`config.mk`:
```
export PLATFORM = sky130hd
export DESIGN_NAME = time_keeper
export DESIGN_NICKNAME = d
export VERILOG_FILES = /design/src/rtl/time_keeper.sv
export SDC_FILE = /design/constraint.sdc
export NUM_CORES = 1
export LEC_CHECK = 0
export ABC_AREA = 1
export ABC_CLOCK_PERIOD_IN_PS = 1470
export CORE_ASPECT_RATIO = 1.4
export CORE_MARGIN = 3
export CORE_UTILIZATION = 45
export CTS_CLUSTER_SIZE = 10
export DETAILED_ROUTE_END_ITERATION = 16
export PLACE_DENSITY = 0.75
export SETUP_SLACK_MARGIN = 0.5
export SYNTH_ARGS = -nofsm -noshare
export SYNTH_HDL_FRONTEND = slang
export SYNTH_SLANG_ARGS = --single-unit
export TNS_END_PERCENT = 100
```
`constraint.sdc`:
```
create_clock -name clk -period 1.47 [get_ports clk]
set_input_delay 0.294 -clock clk [delete_from_list [all_inputs] [get_ports clk]]
set_output_delay 0.294 -clock clk [all_outputs]
set_load 0.02 [all_outputs]
```
`src/rtl/time_keeper.sv`:
```
// time_keeper: packed-BCD time-of-day counter with a RUN/SET mode.
// Seconds advance on sec_tick in RUN. In SET, inc_min and inc_hr adjust the
// time directly and seconds are held at 00. day_tick marks the midnight
// rollover. All outputs come straight from registers.
module time_keeper #(
    parameter bit MODE_24H = 1'b1
) (
    input  logic       clk,
    input  logic       rst_n,
    input  logic       sec_tick,
    input  logic       set_mode,
    input  logic       inc_min,
    input  logic       inc_hr,
    output logic [7:0] sec_bcd,
    output logic [7:0] min_bcd,
    output logic [7:0] hr_bcd,
    output logic       pm,
    output logic       day_tick
);

    typedef enum logic {
        ST_RUN = 1'b0,
        ST_SET = 1'b1
    } state_t;

    localparam logic [7:0] HR_RESET = MODE_24H ? 8'h00 : 8'h12;

    state_t     state_reg;
    logic [7:0] sec_reg;
    logic [7:0] min_reg;
    logic [7:0] hr_reg;
    logic       pm_reg;
    logic       day_tick_reg;

    // Next-value candidates for each field, computed digit by digit.
    logic [7:0] sec_next;
    logic [7:0] min_next;
    logic [7:0] hr_next;
    logic       pm_next;
    logic       sec_wrap;
    logic       min_wrap;
    logic       hr_midnight;

    // Advance a 00..59 BCD value: units carry into tens, and 59 wraps to 00.
    function automatic logic [7:0] inc_sexa(input logic [7:0] v);
        if (v[3:0] == 4'd9) begin
            if (v[7:4] == 4'd5)
                return 8'h00;
            else
                return {v[7:4] + 4'd1, 4'd0};
        end else begin
            return {v[7:4], v[3:0] + 4'd1};
        end
    endfunction

    // Advance hours. Returns {pm, hours}. In 12h mode, 11 -> 12 flips pm and
    // 12 -> 01. In 24h mode, 23 -> 00 and pm passes through unchanged.
    function automatic logic [8:0] inc_hour(input logic [7:0] v, input logic p);
        if (MODE_24H) begin
            if (v == 8'h23)
                return {p, 8'h00};
            else if (v[3:0] == 4'd9)
                return {p, v[7:4] + 4'd1, 4'd0};
            else
                return {p, v[7:4], v[3:0] + 4'd1};
        end else begin
            if (v == 8'h12)
                return {p, 8'h01};
            else if (v == 8'h11)
                return {~p, 8'h12};
            else if (v[3:0] == 4'd9)
                return {p, v[7:4] + 4'd1, 4'd0};
            else
                return {p, v[7:4], v[3:0] + 4'd1};
        end
    endfunction

    // Compute increment candidates and carry/midnight conditions.
    always_comb begin
        sec_next           = inc_sexa(sec_reg);
        min_next           = inc_sexa(min_reg);
        {pm_next, hr_next} = inc_hour(hr_reg, pm_reg);
        sec_wrap           = (sec_reg == 8'h59);
        min_wrap           = (min_reg == 8'h59);
        // The hour rollover that lands on the start of a new day.
        hr_midnight        = MODE_24H ? (hr_reg == 8'h23) : ((hr_reg == 8'h11) && pm_reg);
    end

    // Mode FSM plus all time registers. A mode change always wins over
    // sec_tick on the same edge, so that tick is dropped.
    always_ff @(posedge clk or negedge rst_n) begin
        if (!rst_n) begin
            state_reg    <= ST_RUN;
            sec_reg      <= 8'h00;
            min_reg      <= 8'h00;
            hr_reg       <= HR_RESET;
            pm_reg       <= 1'b0;
            day_tick_reg <= 1'b0;
        end else begin
            day_tick_reg <= 1'b0;
            case (state_reg)
                ST_RUN: begin
                    if (set_mode) begin
                        state_reg <= ST_SET;
                        sec_reg   <= 8'h00;
                    end else if (sec_tick) begin
                        sec_reg <= sec_next;
                        if (sec_wrap) begin
                            min_reg <= min_next;
                            if (min_wrap) begin
                                hr_reg       <= hr_next;
                                pm_reg       <= pm_next;
                                day_tick_reg <= hr_midnight;
                            end
                        end
                    end
                end
                ST_SET: begin
                    if (!set_mode)
                        state_reg <= ST_RUN;
                    sec_reg <= 8'h00;
                    if (inc_min)
                        min_reg <= min_next;
                    if (inc_hr) begin
                        hr_reg <= hr_next;
                        pm_reg <= pm_next;
                    end
                end
                default: state_reg <= ST_RUN;
            endcase
        end
    end

    assign sec_bcd  = sec_reg;
    assign min_bcd  = min_reg;
    assign hr_bcd   = hr_reg;
    assign pm       = pm_reg;
    assign day_tick = day_tick_reg;

endmodule

```
# Word level (Yosys, flattened, before mapping)
# Cells that the tools add are included.
# W data, S select, Z words.
[word_totals]
inputBits = 6
ff_bits = 27
out_inout_bits = 26
[op_classes]
add_sub_neg = 6
n_eq_ne = 16
reduce_logical = 3
muxes = 32
n_bitwise = 1
[op_table]
columns = ["op", "count"]
rows = [
  ["$mux W8", 17],
  ["$pmux W8 S2", 3],
  ["$add A4 B1 Y4 const B", 6],
  ["$eq A8 B7 Y1 const B", 2],
  ["$eq A4 B4 Y1 const B", 3],
  ["$ne A2 B2 Y1 const B", 6],
  ["$mux W1", 11],
  ["$eq A4 B3 Y1 const B", 2],
  ["$eq A8 B6 Y1 const B", 1],
  ["$ne A3 B3 Y1 const B", 2],
  ["$reduce_and A5 Y1", 1],
  ["$reduce_and A4 Y1", 1],
  ["$pmux W1 S2", 1],
  ["$reduce_and A2 Y1", 1],
  ["$not A1 Y1", 1],
]

# Longest topological paths before layout
[logic_depth]
depth_word = 8
mapped_depth = 9
ltp_nobuf = 9

# Worst setup path before layout
# OpenSTA, ideal clock, no wires.
[synth_timing]
path_type = "reg-to-reg"
from = "reg sec_reg[1], in the netlist sec_bcd[1]"
to = "reg min_reg[4], in the netlist min_bcd[4]"
t_required_ns = 1.343
n_path_buf = 0
stages_incl_launch_ff = 9
setup_slack_ns = -0.101
arrival_time_ns = 1.444
cell_sequence = "dfrtp_1 > inv_1 > ha_1 > nand2_1 > nor2_1 > nand3_2 > nand2_2 > nand2_2 > xor2_1"
[synth_via]
elab_chain_len = 3
[synth_rtl]
columns = ["item", "line", "text"]
rows = [
  ["start: declaration", "29", "logic [7:0] sec_reg;"],
  ["start signal: assignment", "107", "sec_reg <= sec_next;"],
  ["$eq A8 B7 Y1", "83", "sec_wrap = (sec_reg == 8'h59);"],
  ["$ne A2 B2 Y1 (no line)", "--", ""],
  ["$reduce_and A4 Y1 (no line)", "--", ""],
  ["end signal: assignment", "109", "min_reg <= min_next;"],
  ["end signal: assignment", "123", "min_reg <= min_next;"],
  ["end: declaration", "30", "logic [7:0] min_reg;"],
]
# Every way passes these cells.
# A chain may end at the register's enable or synchronous reset.

# Worst setup path after layout
[layout_timing]
from = "reg sec_reg[1], in the netlist sec_bcd[1]"
to = "reg hr_reg[7], in the netlist hr_bcd[7]"
[layout_via]
elab_chain_len = 3
[layout_rtl]
columns = ["item", "line", "text"]
rows = [
  ["$eq A8 B7 Y1", "83", ""],
  ["$ne A2 B2 Y1 (no line)", "--", ""],
  ["$reduce_and A5 Y1 (no line)", "--", ""],
  ["end signal: assignment", "111", "hr_reg <= hr_next;"],
  ["end signal: assignment", "125", "hr_reg <= hr_next;"],
  ["end: declaration", "31", "logic [7:0] hr_reg;"],
]
# Every way passes these cells.

==> out/metrics.yaml <==
run_status:
  outcome: "finished, violations left"
  failed_checks: "setup timing"
logic_synthesis:
  synthArstFlopShare_pct: 100
  post-synth-top-area-fraction_pct: 44.7
  synth.ff_latch_count: 26
  synth.area.top_cells: "dfrtp_1, nand2_1, ha_1, inv_1, nor2_1"
  syn_nets: 196
  yosys_most_used_dff: "dfrtp_1"
  postSynthCellCount: 182
  synth_area_um2: 1460
  synth-seq-area-share_pct: 44.7
  synth_cell_type_count: 23
  synth_area_leader_cell: "dfrtp_1"
  syn_area_per_cell_um2: 8.00
  ys_warn_count: 0
  synth-edff-count: 0
critical_path:
  cp_data_required_time_ns: 1.68
  worst-setup-path-type: "register to register"
  end_kind: "register"
  worstPathMaxFanout: 6
  arrival_ns: 1.76
  r2r_setup_slack_ns: -0.07
  cp-start-kind: "register"
clocking:
  cts_made_buffers: 3
  h-tree-depth: 1
  cts_tree: "done"
  cts-root-buf: "clkbuf_8"
  cts.path.max_buffers: 2
  cts_sinks: 26
  cts-hold-fix-buffers: 0
  clk_latency_ns: 0.27
  clkTransAtPathRegs_ns: 0.09
die:
  rows: 23
  die_area_um2: 3960
  ios: 32
  die_h_um: 73.3
  die_x_um: 54.1
  initial_core_util_pct: 48.6
  core-area_um2: 2990
global_route:
  antenna_found_initial: 0
  grt_pass1_wl_mm: 7.10
  grt_max_degree: 27
  grt_use_total_pct: 24.2
  grt_pass1_vias: 1615
  overflow: 0
cells_and_area:
  area_growth_pct: 72.8
  drive_gt1_share_pct: 51.9
  nets: 281
  num_antenna_cells: 0
  nFillCells: 181
  postLayoutCellArea_um2: 2510
detailed_routing:
  drtIter0Drc: 83
  routed_wl_mm: 4.92
  first_pass_iters: 4
  vias_per_cell: 5.31
  wl_per_cell_um: 16.2
  ant_nets: 0
  drc: 0
  via_count: 1608
placed_design:
  dpl_cell_area_um2: 2000
  hpwl_mm: 2.59
  port_buffers: 30
  place_ws_ns: -0.310
  routabilityCongestion: 0.812
timing:
  final_max_slew_viol_count: 0
  layout_setup_ws_ns: -0.0708
  setup_viol: 11
  period_needed_ns: 1.54
  hold_viol_final: 0
  clock_skew_ns: 0.00293
  max_freq_mhz: 649
  rsz0062_at_grt: "true"
  timing.final.crit_share_pct: 105
power:
  power.total_mw: 2.99
  powerDensity_nw_per_um2: 1190
  p_leak_nw: 1.27
  vdd.ir_drop.worst_mv: 0.936
min_path:
  min_path_type: "primary input to register"
flow_run:
  maxCapViolCount: 0
final cells by class:
class | count | area [µm²] | share of cell area (%)
Clock buffer | 4 | 45.0 | 1.79
Multi-Input combinational cell | 130 | 910 | 36.2
Tap cell | 37 | 46.3 | 1.84
Timing Repair Buffer | 81 | 756 | 30.0
Inverter | 25 | 96.3 | 3.83
Sequential cell | 26 | 662 | 26.3
power breakdown:
| group | switching (mW) | total [mW] | internal, mW | leakage (nW) |
|---|---|---|---|---|
| registers | 0.192 | 1.07 | 0.877 | 0.328 |
| logic | 0.794 | 1.50 | 0.703 | 0.922 |
| clock network | 0.234 | 0.428 | 0.194 | 0.0228 |
layer usage:
metal	global-route usage [%]	share of wire (%)	vias up	routed length, µm
li1	-	-	744	-
met2	47.2	55	60	2690
met4	7.76	3.0	0	149
met3	2.43	4.3	10	214
met1	25.7	38	794	1870
met5	0	0	-	0
per-stage QoR:
step | cells | utilization (%) | hold WS, ns | setup TNS [ns]
final | 303 | 84.0 | 0.326 | -0.426
after CTS | 293 | 78.2 | 0.303 | 0
after global routing | 303 | 84.0 | 0.327 | -1.39
after detailed placement | 268 | 66.9 | 0.517 | -4.81
after global placement | 268 | 66.9 | 0.510 | -3.64
after floorplan | 182 | - | -0.00159 | -0.281
worst max-delay path, cell delays in order, from the launching register on:
cell      delay, ns
dfrtp_2        0.42
inv_2          0.08
ha_4           0.15
nand2_4        0.06
nor2_4         0.12
nand3_4        0.12
o21bai_4       0.23
buf_4          0.16
nand3_1        0.07
nand2_1        0.08
repair_timing:
item,in CTS,in global routing
setup buffers,21,10
endpoints found under the setup margin,50,50
pin swaps,12,1
resized for setup,177,33
cell usage after synthesis, drive strengths merged (2+ instances only):
master and number:
a21oi 7, ha 8, dfrtp 26, nand3 14
nor3 5, inv 25, o22ai 2, o21ai 10
nor2 21, nand4 2, nand2 50, xor2 7
kinds of logic after synthesis:
logic type / share of synthesized area [%]
adder cells (fa/ha/maj): 6.88
flip-flops: 44.7
multiplexers: 0.774
other: 0.258
XOR/XNOR: 4.82
AO/OA/AOI/OAI: 8.00
AND/OR/NAND/NOR: 27.6
buffers and inverters: 6.96
worst paths after layout:
path | start | to | cells past startpoint
max in group asynchronous | rst_n | sec_bcd[0]$_DFFE_PN0P_ | 2
min reg2reg | min_bcd[7]$_DFFE_PN0P_ | min_bcd[7]$_DFFE_PN0P_ | 2
min in group asynchronous | rst_n | hr_bcd[1]$_DFFE_PN0P_ | 2
min | set_mode | state_reg$_DFF_PN0_ | 1
max | sec_bcd[1]$_DFFE_PN0P_ | hr_bcd[7]$_DFFE_PN0P_ | 9
max reg2reg | sec_bcd[1]$_DFFE_PN0P_ | hr_bcd[7]$_DFFE_PN0P_ | 9
cells in the final DEF (no fill, tap or decap), drive strengths merged:
master         count
buf               76
nand2             50
dfrtp             26
inv               25
nor2              21
nand3             14
o21ai             10
ha                 8
xor2               7
a21oi              7
nor3               5
clkbuf             4
clkdlybuf4s50      3
nand4              2
dlygate4sd2        2
o22ai              2
o21bai             1
mux2               1
xnor2              1
conb               1
No activity file was read; power rests on OpenSTA's default activity.
